===== config.mk =====
export PLATFORM = sky130hd
export DESIGN_NAME = ysyx_exu_csr_ctrl
export DESIGN_NICKNAME = d
export VERILOG_FILES = /design/src/rtl/ysyx_csr_pkg.sv /design/src/rtl/ysyx_csr_alu.sv /design/src/rtl/ysyx_exu_csr_ctrl.sv
export SDC_FILE = /design/constraint.sdc
export NUM_CORES = 1
export LEC_CHECK = 0
export BUFFER_PORTS_ARGS = -buffer_cell sky130_fd_sc_hd__buf_2
export CORE_MARGIN = 3
export CORE_UTILIZATION = 45
export CTS_CLUSTER_DIAMETER = 30
export DETAILED_ROUTE_END_ITERATION = 10
export HOLD_SLACK_MARGIN = 0.03
export PLACE_DENSITY = 0.8
export SYNTH_ARGS = -nofsm -noshare
export SYNTH_HDL_FRONTEND = slang
export SYNTH_SLANG_ARGS = --single-unit

===== constraint.sdc =====
create_clock -name clk -period 3.05 [get_ports clk]
set_input_delay 0.305 -clock clk [delete_from_list [all_inputs] [get_ports clk]]
set_output_delay 0.305 -clock clk [all_outputs]
set_load 0.02 [all_outputs]

===== src/rtl/ysyx_csr_pkg.sv =====
// Shared encodings for the EXU CSR sequencer: op codes, machine CSR addresses,
// mstatus bit positions, trap causes and FSM states.
package ysyx_csr_pkg;

    localparam logic [2:0] OP_CSRRW = 3'd0;
    localparam logic [2:0] OP_CSRRS = 3'd1;
    localparam logic [2:0] OP_CSRRC = 3'd2;
    localparam logic [2:0] OP_ECALL = 3'd3;
    localparam logic [2:0] OP_MRET  = 3'd4;

    localparam logic [11:0] CSR_NONE      = 12'h000;
    localparam logic [11:0] CSR_MSTATUS   = 12'h300;
    localparam logic [11:0] CSR_MTVEC     = 12'h305;
    localparam logic [11:0] CSR_MEPC      = 12'h341;
    localparam logic [11:0] CSR_MCAUSE    = 12'h342;
    localparam logic [11:0] CSR_MVENDORID = 12'hF11;
    localparam logic [11:0] CSR_MARCHID   = 12'hF12;

    localparam int unsigned MSTATUS_MIE  = 3;
    localparam int unsigned MSTATUS_MPIE = 7;

    localparam logic [31:0] CAUSE_ECALL_M      = 32'd11;
    localparam logic [31:0] CAUSE_ILLEGAL_INSN = 32'd2;

    typedef enum logic [1:0] {
        ST_IDLE  = 2'd0,
        ST_READ  = 2'd1,
        ST_WRITE = 2'd2,
        ST_RESP  = 2'd3
    } csr_state_e;

    function automatic logic csr_known(input logic [11:0] addr);
        return (addr == CSR_MSTATUS) || (addr == CSR_MTVEC) || (addr == CSR_MEPC) ||
               (addr == CSR_MCAUSE) || (addr == CSR_MVENDORID) || (addr == CSR_MARCHID);
    endfunction

endpackage


===== src/rtl/ysyx_csr_alu.sv =====
// Read-modify-write datapath: new CSR value and write enable from op and old value.
module ysyx_csr_alu
    import ysyx_csr_pkg::*;
#(
    parameter int BIT_W = 32
) (
    input  logic [2:0]       op_i,
    input  logic [BIT_W-1:0] old_i,
    input  logic [BIT_W-1:0] src_i,
    input  logic             src_zero_i,
    output logic             wen_o,
    output logic [BIT_W-1:0] wdata_o
);

    always_comb begin
        wen_o   = 1'b0;
        wdata_o = '0;
        case (op_i)
            OP_CSRRW: begin
                wen_o   = 1'b1;
                wdata_o = src_i;
            end
            // Set/clear with rs1=x0 / zimm=0 is a pure read.
            OP_CSRRS: begin
                wen_o   = !src_zero_i;
                wdata_o = old_i | src_i;
            end
            OP_CSRRC: begin
                wen_o   = !src_zero_i;
                wdata_o = old_i & ~src_i;
            end
            // ECALL data is the PC, supplied by the sequencer.
            OP_ECALL: wen_o = 1'b1;
            OP_MRET: begin
                wen_o                 = 1'b1;
                wdata_o               = old_i;
                wdata_o[MSTATUS_MIE]  = old_i[MSTATUS_MPIE];
                wdata_o[MSTATUS_MPIE] = 1'b1;
            end
            default: ;
        endcase
    end

endmodule


===== src/rtl/ysyx_exu_csr_ctrl.sv =====
// EXU CSR access sequencer: IDLE -> READ -> WRITE -> RESP per op.
// Optional macro YSYX_CSR_ILLEGAL_TRAP_EN turns illegal CSR accesses into traps.
module ysyx_exu_csr_ctrl
    import ysyx_csr_pkg::*;
#(
    parameter int BIT_W = 32,
    parameter int R_W   = 12
) (
    input  logic             clk,
    input  logic             rst,
    input  logic             req_valid,
    output logic             req_ready,
    input  logic [2:0]       req_op,
    input  logic [R_W-1:0]   req_addr,
    input  logic [BIT_W-1:0] req_src,
    input  logic             req_src_zero,
    input  logic [BIT_W-1:0] req_pc,
    output logic [R_W-1:0]   csr_addr,
    input  logic [BIT_W-1:0] csr_rdata,
    input  logic [BIT_W-1:0] csr_mtvec,
    input  logic [BIT_W-1:0] csr_mepc,
    output logic             csr_wen,
    output logic             csr_ecallen,
    output logic [BIT_W-1:0] csr_wdata,
    output logic [R_W-1:0]   csr_addr_add1,
    output logic [BIT_W-1:0] csr_wdata_add1,
    output logic             rsp_valid,
    input  logic             rsp_ready,
    output logic [BIT_W-1:0] rsp_rd_data,
    output logic             rsp_redirect,
    output logic [BIT_W-1:0] rsp_npc,
    output logic [1:0]       dbg_state_o
);

    // Handshakes: a transfer happens on a rising edge where valid && ready;
    // valid never depends on ready, and rsp_* hold steady while rsp_ready is low.

    csr_state_e       state_q, state_d;
    logic [2:0]       op_q, op_d;
    logic [R_W-1:0]   addr_q, addr_d;
    logic [BIT_W-1:0] src_q, src_d, pc_q, pc_d;
    logic             src_zero_q, src_zero_d;
    logic [BIT_W-1:0] old_q, old_d, mtvec_q, mtvec_d, mepc_q, mepc_d;

    logic             alu_wen;
    logic [BIT_W-1:0] alu_wdata;
    logic             is_csr_op;
    logic             trap;

    ysyx_csr_alu #(.BIT_W(BIT_W)) u_alu (
        .op_i       (op_q),
        .old_i      (old_q),
        .src_i      (src_q),
        .src_zero_i (src_zero_q),
        .wen_o      (alu_wen),
        .wdata_o    (alu_wdata)
    );

    assign is_csr_op   = (op_q == OP_CSRRW) || (op_q == OP_CSRRS) || (op_q == OP_CSRRC);
    assign dbg_state_o = state_q;

`ifdef YSYX_CSR_ILLEGAL_TRAP_EN
    assign trap = is_csr_op &&
                  (!csr_known(12'(addr_q)) ||
                   (alu_wen && ((addr_q == R_W'(CSR_MVENDORID)) || (addr_q == R_W'(CSR_MARCHID)))));
`else
    assign trap = 1'b0;
`endif

    always_ff @(posedge clk or negedge rst) begin
        if (!rst) begin
            state_q    <= ST_IDLE;
            op_q       <= '0;
            addr_q     <= '0;
            src_q      <= '0;
            src_zero_q <= 1'b0;
            pc_q       <= '0;
            old_q      <= '0;
            mtvec_q    <= '0;
            mepc_q     <= '0;
        end else begin
            state_q    <= state_d;
            op_q       <= op_d;
            addr_q     <= addr_d;
            src_q      <= src_d;
            src_zero_q <= src_zero_d;
            pc_q       <= pc_d;
            old_q      <= old_d;
            mtvec_q    <= mtvec_d;
            mepc_q     <= mepc_d;
        end
    end

    always_comb begin
        state_d    = state_q;
        op_d       = op_q;
        addr_d     = addr_q;
        src_d      = src_q;
        src_zero_d = src_zero_q;
        pc_d       = pc_q;
        old_d      = old_q;
        mtvec_d    = mtvec_q;
        mepc_d     = mepc_q;
        case (state_q)
            ST_IDLE: begin
                if (req_valid) begin
                    op_d       = req_op;
                    addr_d     = req_addr;
                    src_d      = req_src;
                    src_zero_d = req_src_zero;
                    pc_d       = req_pc;
                    state_d    = ST_READ;
                end
            end
            ST_READ: begin
                old_d   = csr_rdata;
                mtvec_d = csr_mtvec;
                mepc_d  = csr_mepc;
                state_d = ST_WRITE;
            end
            ST_WRITE: state_d = ST_RESP;
            ST_RESP:  if (rsp_ready) state_d = ST_IDLE;
            default:  state_d = ST_IDLE;
        endcase
    end

    always_comb begin
        req_ready      = (state_q == ST_IDLE);
        csr_addr       = '0;
        csr_wen        = 1'b0;
        csr_ecallen    = 1'b0;
        csr_wdata      = '0;
        csr_addr_add1  = R_W'(CSR_NONE);
        csr_wdata_add1 = '0;
        rsp_valid      = 1'b0;
        rsp_rd_data    = '0;
        rsp_redirect   = 1'b0;
        rsp_npc        = '0;
        case (state_q)
            ST_READ: csr_addr = (op_q == OP_MRET) ? R_W'(CSR_MSTATUS) : addr_q;
            ST_WRITE: begin
                // ECALL and illegal-access traps share the mepc/mcause dual write.
                if (trap || (op_q == OP_ECALL)) begin
                    csr_wen        = 1'b1;
                    csr_ecallen    = 1'b1;
                    csr_addr       = R_W'(CSR_MEPC);
                    csr_wdata      = pc_q;
                    csr_addr_add1  = R_W'(CSR_MCAUSE);
                    csr_wdata_add1 = trap ? BIT_W'(CAUSE_ILLEGAL_INSN) : BIT_W'(CAUSE_ECALL_M);
                end else begin
                    csr_wen   = alu_wen;
                    csr_addr  = (op_q == OP_MRET) ? R_W'(CSR_MSTATUS) : addr_q;
                    csr_wdata = alu_wdata;
                end
            end
            ST_RESP: begin
                rsp_valid = 1'b1;
                if (trap || (op_q == OP_ECALL)) begin
                    rsp_redirect = 1'b1;
                    rsp_npc      = mtvec_q;
                end else if (op_q == OP_MRET) begin
                    rsp_redirect = 1'b1;
                    rsp_npc      = mepc_q;
                end else if (is_csr_op) begin
                    rsp_rd_data = old_q;
                end
            end
            default: ;
        endcase
    end

endmodule


==> reports/results.txt <==
CTS root buffer: clkbuf_16
HP Class: in -> reg
run status: completed
max-slew violation count: 0
register area share after synthesis: 46.5%
final core utilization: 57.0%
RSZ-0062 raised after global routing: no
core area: 20600 µm²
fin crit share: 90.6%
# rows: 52
CP endpoint kind: output pin
Final Critical Period: 2.76 ns
die width: 152 µm
worst skew pair latency: 0.43 ns
FF+latch count, synth: 178
final WL: 27.4 mm
Die Y: 152 µm
delay-heaviest family, CP: buffers and inverters
vias in the first global route: 8218
nets@finish: 1349
fmax: 362 MHz
Ys Warns: 0
initial core utilization: 46.6%
Max H-tree Level: 4
antenna violations before repair: 6
DR WL/cell: 18.9 µm
Clock Pin Slew Worst Setup and Hold Paths: 0.08 ns
async set-reset flop share out of synthesis: 100%
CTS tree: built
PortBufs: 301
Worst Path Arrival: 2.46 ns
Slew headroom: 50.2%
register cell area after layout: 4460 µm²
pwr dens: 1120 nW/µm²
Max Cap Violations: 0
vias post-DR: 8099
Worst EP required: 2.74 ns
TritonRoute pass-1 iters: 5
die footprint: 23100 µm²
fillers: 1758
Worst Tran Pin Value: 0.748 ns
number of synthesized flops with an enable pin: 0
Mean Syn Cell Area: 10.5 µm²
layout cells sized above 1: 43.0%
maximum clock path buffer count: 2
Detailed Place HPWL: 19.2 mm
via/cell ratio: 5.58
DRT iter0 DRCs: 469
CTS Buf Count: 17
Tot Pwr: 13100 µW
Startpoint Class: register
area leader, netlist: dfrtp_1
TNS Setup: 0 ns
distinct cell type count after synthesis: 37
first-pass GRT wire length: 43.7 mm
Worst Skew: 0.0138 ns
Most used DFF post-synth: dfrtp_1
Largest stage delay, worst path: 0.45 ns
Antenna Nets Post-Route: 0
I/O Pins: 339
clk sinks: 178
global placement routability congestion: 0.864
crit path buf inv count: 3
critical-path maximum fanout: 62
critical-path cell list: inv_1, ha_2, buf_12, nand2_1, or3_1, o311ai_1, buf_2
drc violations: 0
Multi-input gate area: 4420 µm²
Netlist Area Pre-Place: 9570 µm²
Area Growth Syn to Fin: 22.4%
Yosys top cell area share: 46.5%
P_leak: 0.00552 µW
final number of setup-violating endpoints: 0
largest net degree at the start of global routing: 76
post-CTS setup buffers: 0
Hold Vio Cnt, Final: 0
gr usage total: 23.1%
Gate Count Post-Synth: 909
Worst VDD drop: 0.000610 V
CP max stage cell: dfrtp_1
Crit Path Category: reg -> out
Area contributors post-synth: dfrtp_1 (47%), mux2_2 (17%), buf_4 (4.1%)
Congestion Overflow GR: 0
## worst min-delay path: stages
cell and delay (ns):
buf_2 0.08, nand2_1 0.04, o21ai_0 0.05
## layout by cell type (no fill, tap or decap), types with 13 or more instances in the layout
master / instances
a22oi_1: 32
and2_1: 33
buf_2: 300
buf_4: 13
clkbuf_16: 17
conb_1: 37
dfrtp_1: 176
inv_1: 34
mux2_2: 147
nand2_1: 102
nand4_1: 30
nor2_1: 32
nor2b_1: 33
nor3_1: 14
o21ai_0: 31
o311a_1: 30
o311ai_1: 30
or3_1: 30
## registers in the layout, indices dropped and copies added (netlist names)
| signal | count |
|---|---|
| addr_q | 12 |
| dbg_state_o | 2 |
| mepc_q | 32 |
| mtvec_q | 32 |
| old_q | 32 |
| op_q | 3 |
| pc_q | 32 |
| src_q | 32 |
| src_zero_q | 1 |
## synth_stat cells (all sizes together), types with 2 or more instances
library cell,instances
mux2,147
a22oi,32
and3b,2
inv,34
nor3,14
nor2,32
clkbuf,28
nand3,3
a211oi,2
o311a,30
o21a,2
and2,33
nor2b,34
nand2,103
or3,30
nand4,30
o21ai,31
dfrtp,178
nand2b,3
o221ai,2
o311ai,30
buf,91
ha,4
a21oi,4
## report_power, final
| part | internal [µW] | total [µW] | switching [µW] | leakage, µW |
|---|---|---|---|---|
| sequential | 3590 | 4590 | 1000 | 0.00211 |
| combinational | 2660 | 6190 | 3530 | 0.00310 |
| clock | 1220 | 2360 | 1140 | 0.000314 |
| total | 7470 | 13100 | 5670 | 0.00552 |
## path summary, 6_finish.rpt
check                                                 from                    end  slack [ns]  cells after the start
worst max-delay path            dbg_state_o[0]$_DFFE_PN0P_          csr_wdata[30]        0.29                      7
max in group asynchronous                              rst    pc_q[4]$_DFFE_PN0P_        1.71                      3
worst min register to register       addr_q[3]$_DFFE_PN0P_  addr_q[3]$_DFFE_PN0P_        0.51                      1
min in group asynchronous                              rst  old_q[10]$_DFFE_PN0P_        0.45                      2
worst min-delay path                          csr_rdata[9]   old_q[9]$_DFFE_PN0P_        0.09                      3
worst max register to register  dbg_state_o[0]$_DFFE_PN0P_  src_q[23]$_DFFE_PN0P_        0.88                      5
## metrics by stage
| stage | area, µm² | worst slack (ns) | hold WS (ns) | cells |
|---|---|---|---|---|
| 6_report | 11700 | 0.287 | 0.0881 | 1451 |
| 3_3_place_gp | 11000 | 0.764 | 0.369 | 1415 |
| 5_1_grt | 11700 | 0.104 | 0.0678 | 1449 |
| 4_1_cts | 11700 | 0.268 | 0.0639 | 1448 |
| 2_1_floorplan | 9710 | 0.804 | 0.00941 | 945 |
| 3_5_place_dp | 11000 | 0.750 | 0.379 | 1415 |
## repair_timing
item	in CTS	in global routing
endpoints found under the hold margin	72	0
endpoints found under the setup margin	0	0
hold buffers	1	0
resized for setup	0	0
## kinds of logic after synthesis
kind of cell,after synthesis,synth area share [%]
XOR/XNOR,1,0.170
adder cells (fa/ha/maj),4,0.523
flip-flops,178,46.5
AND/OR/NAND/NOR,287,15.2
AO/OA/AOI/OAI,138,11.2
other,1,0.0392
multiplexers,147,17.3
buffers and inverters,153,9.07
## cell type report
type	instances	area share, %
clock buffers	17	3.63
inverters	34	1.09
flip-flops and latches	178	38.0
well taps	270	2.88
diodes	3	0.0641
repair buffers	320	14.7
clock inverters	15	1.94
multi-input cells	614	37.7
## routing by layer
| metal | GRT usage, % | routed length [µm] | vias up |
|---|---|---|---|
| met5 | 0 | 59 | - |
| met4 | 7.23 | 515 | 8 |
| met3 | 7.39 | 2790 | 42 |
| met2 | 38.4 | 13300 | 409 |
| met1 | 29.0 | 10800 | 3976 |
| li1 | - | - | 3664 |
No activity file was read; power rests on OpenSTA's default activity.
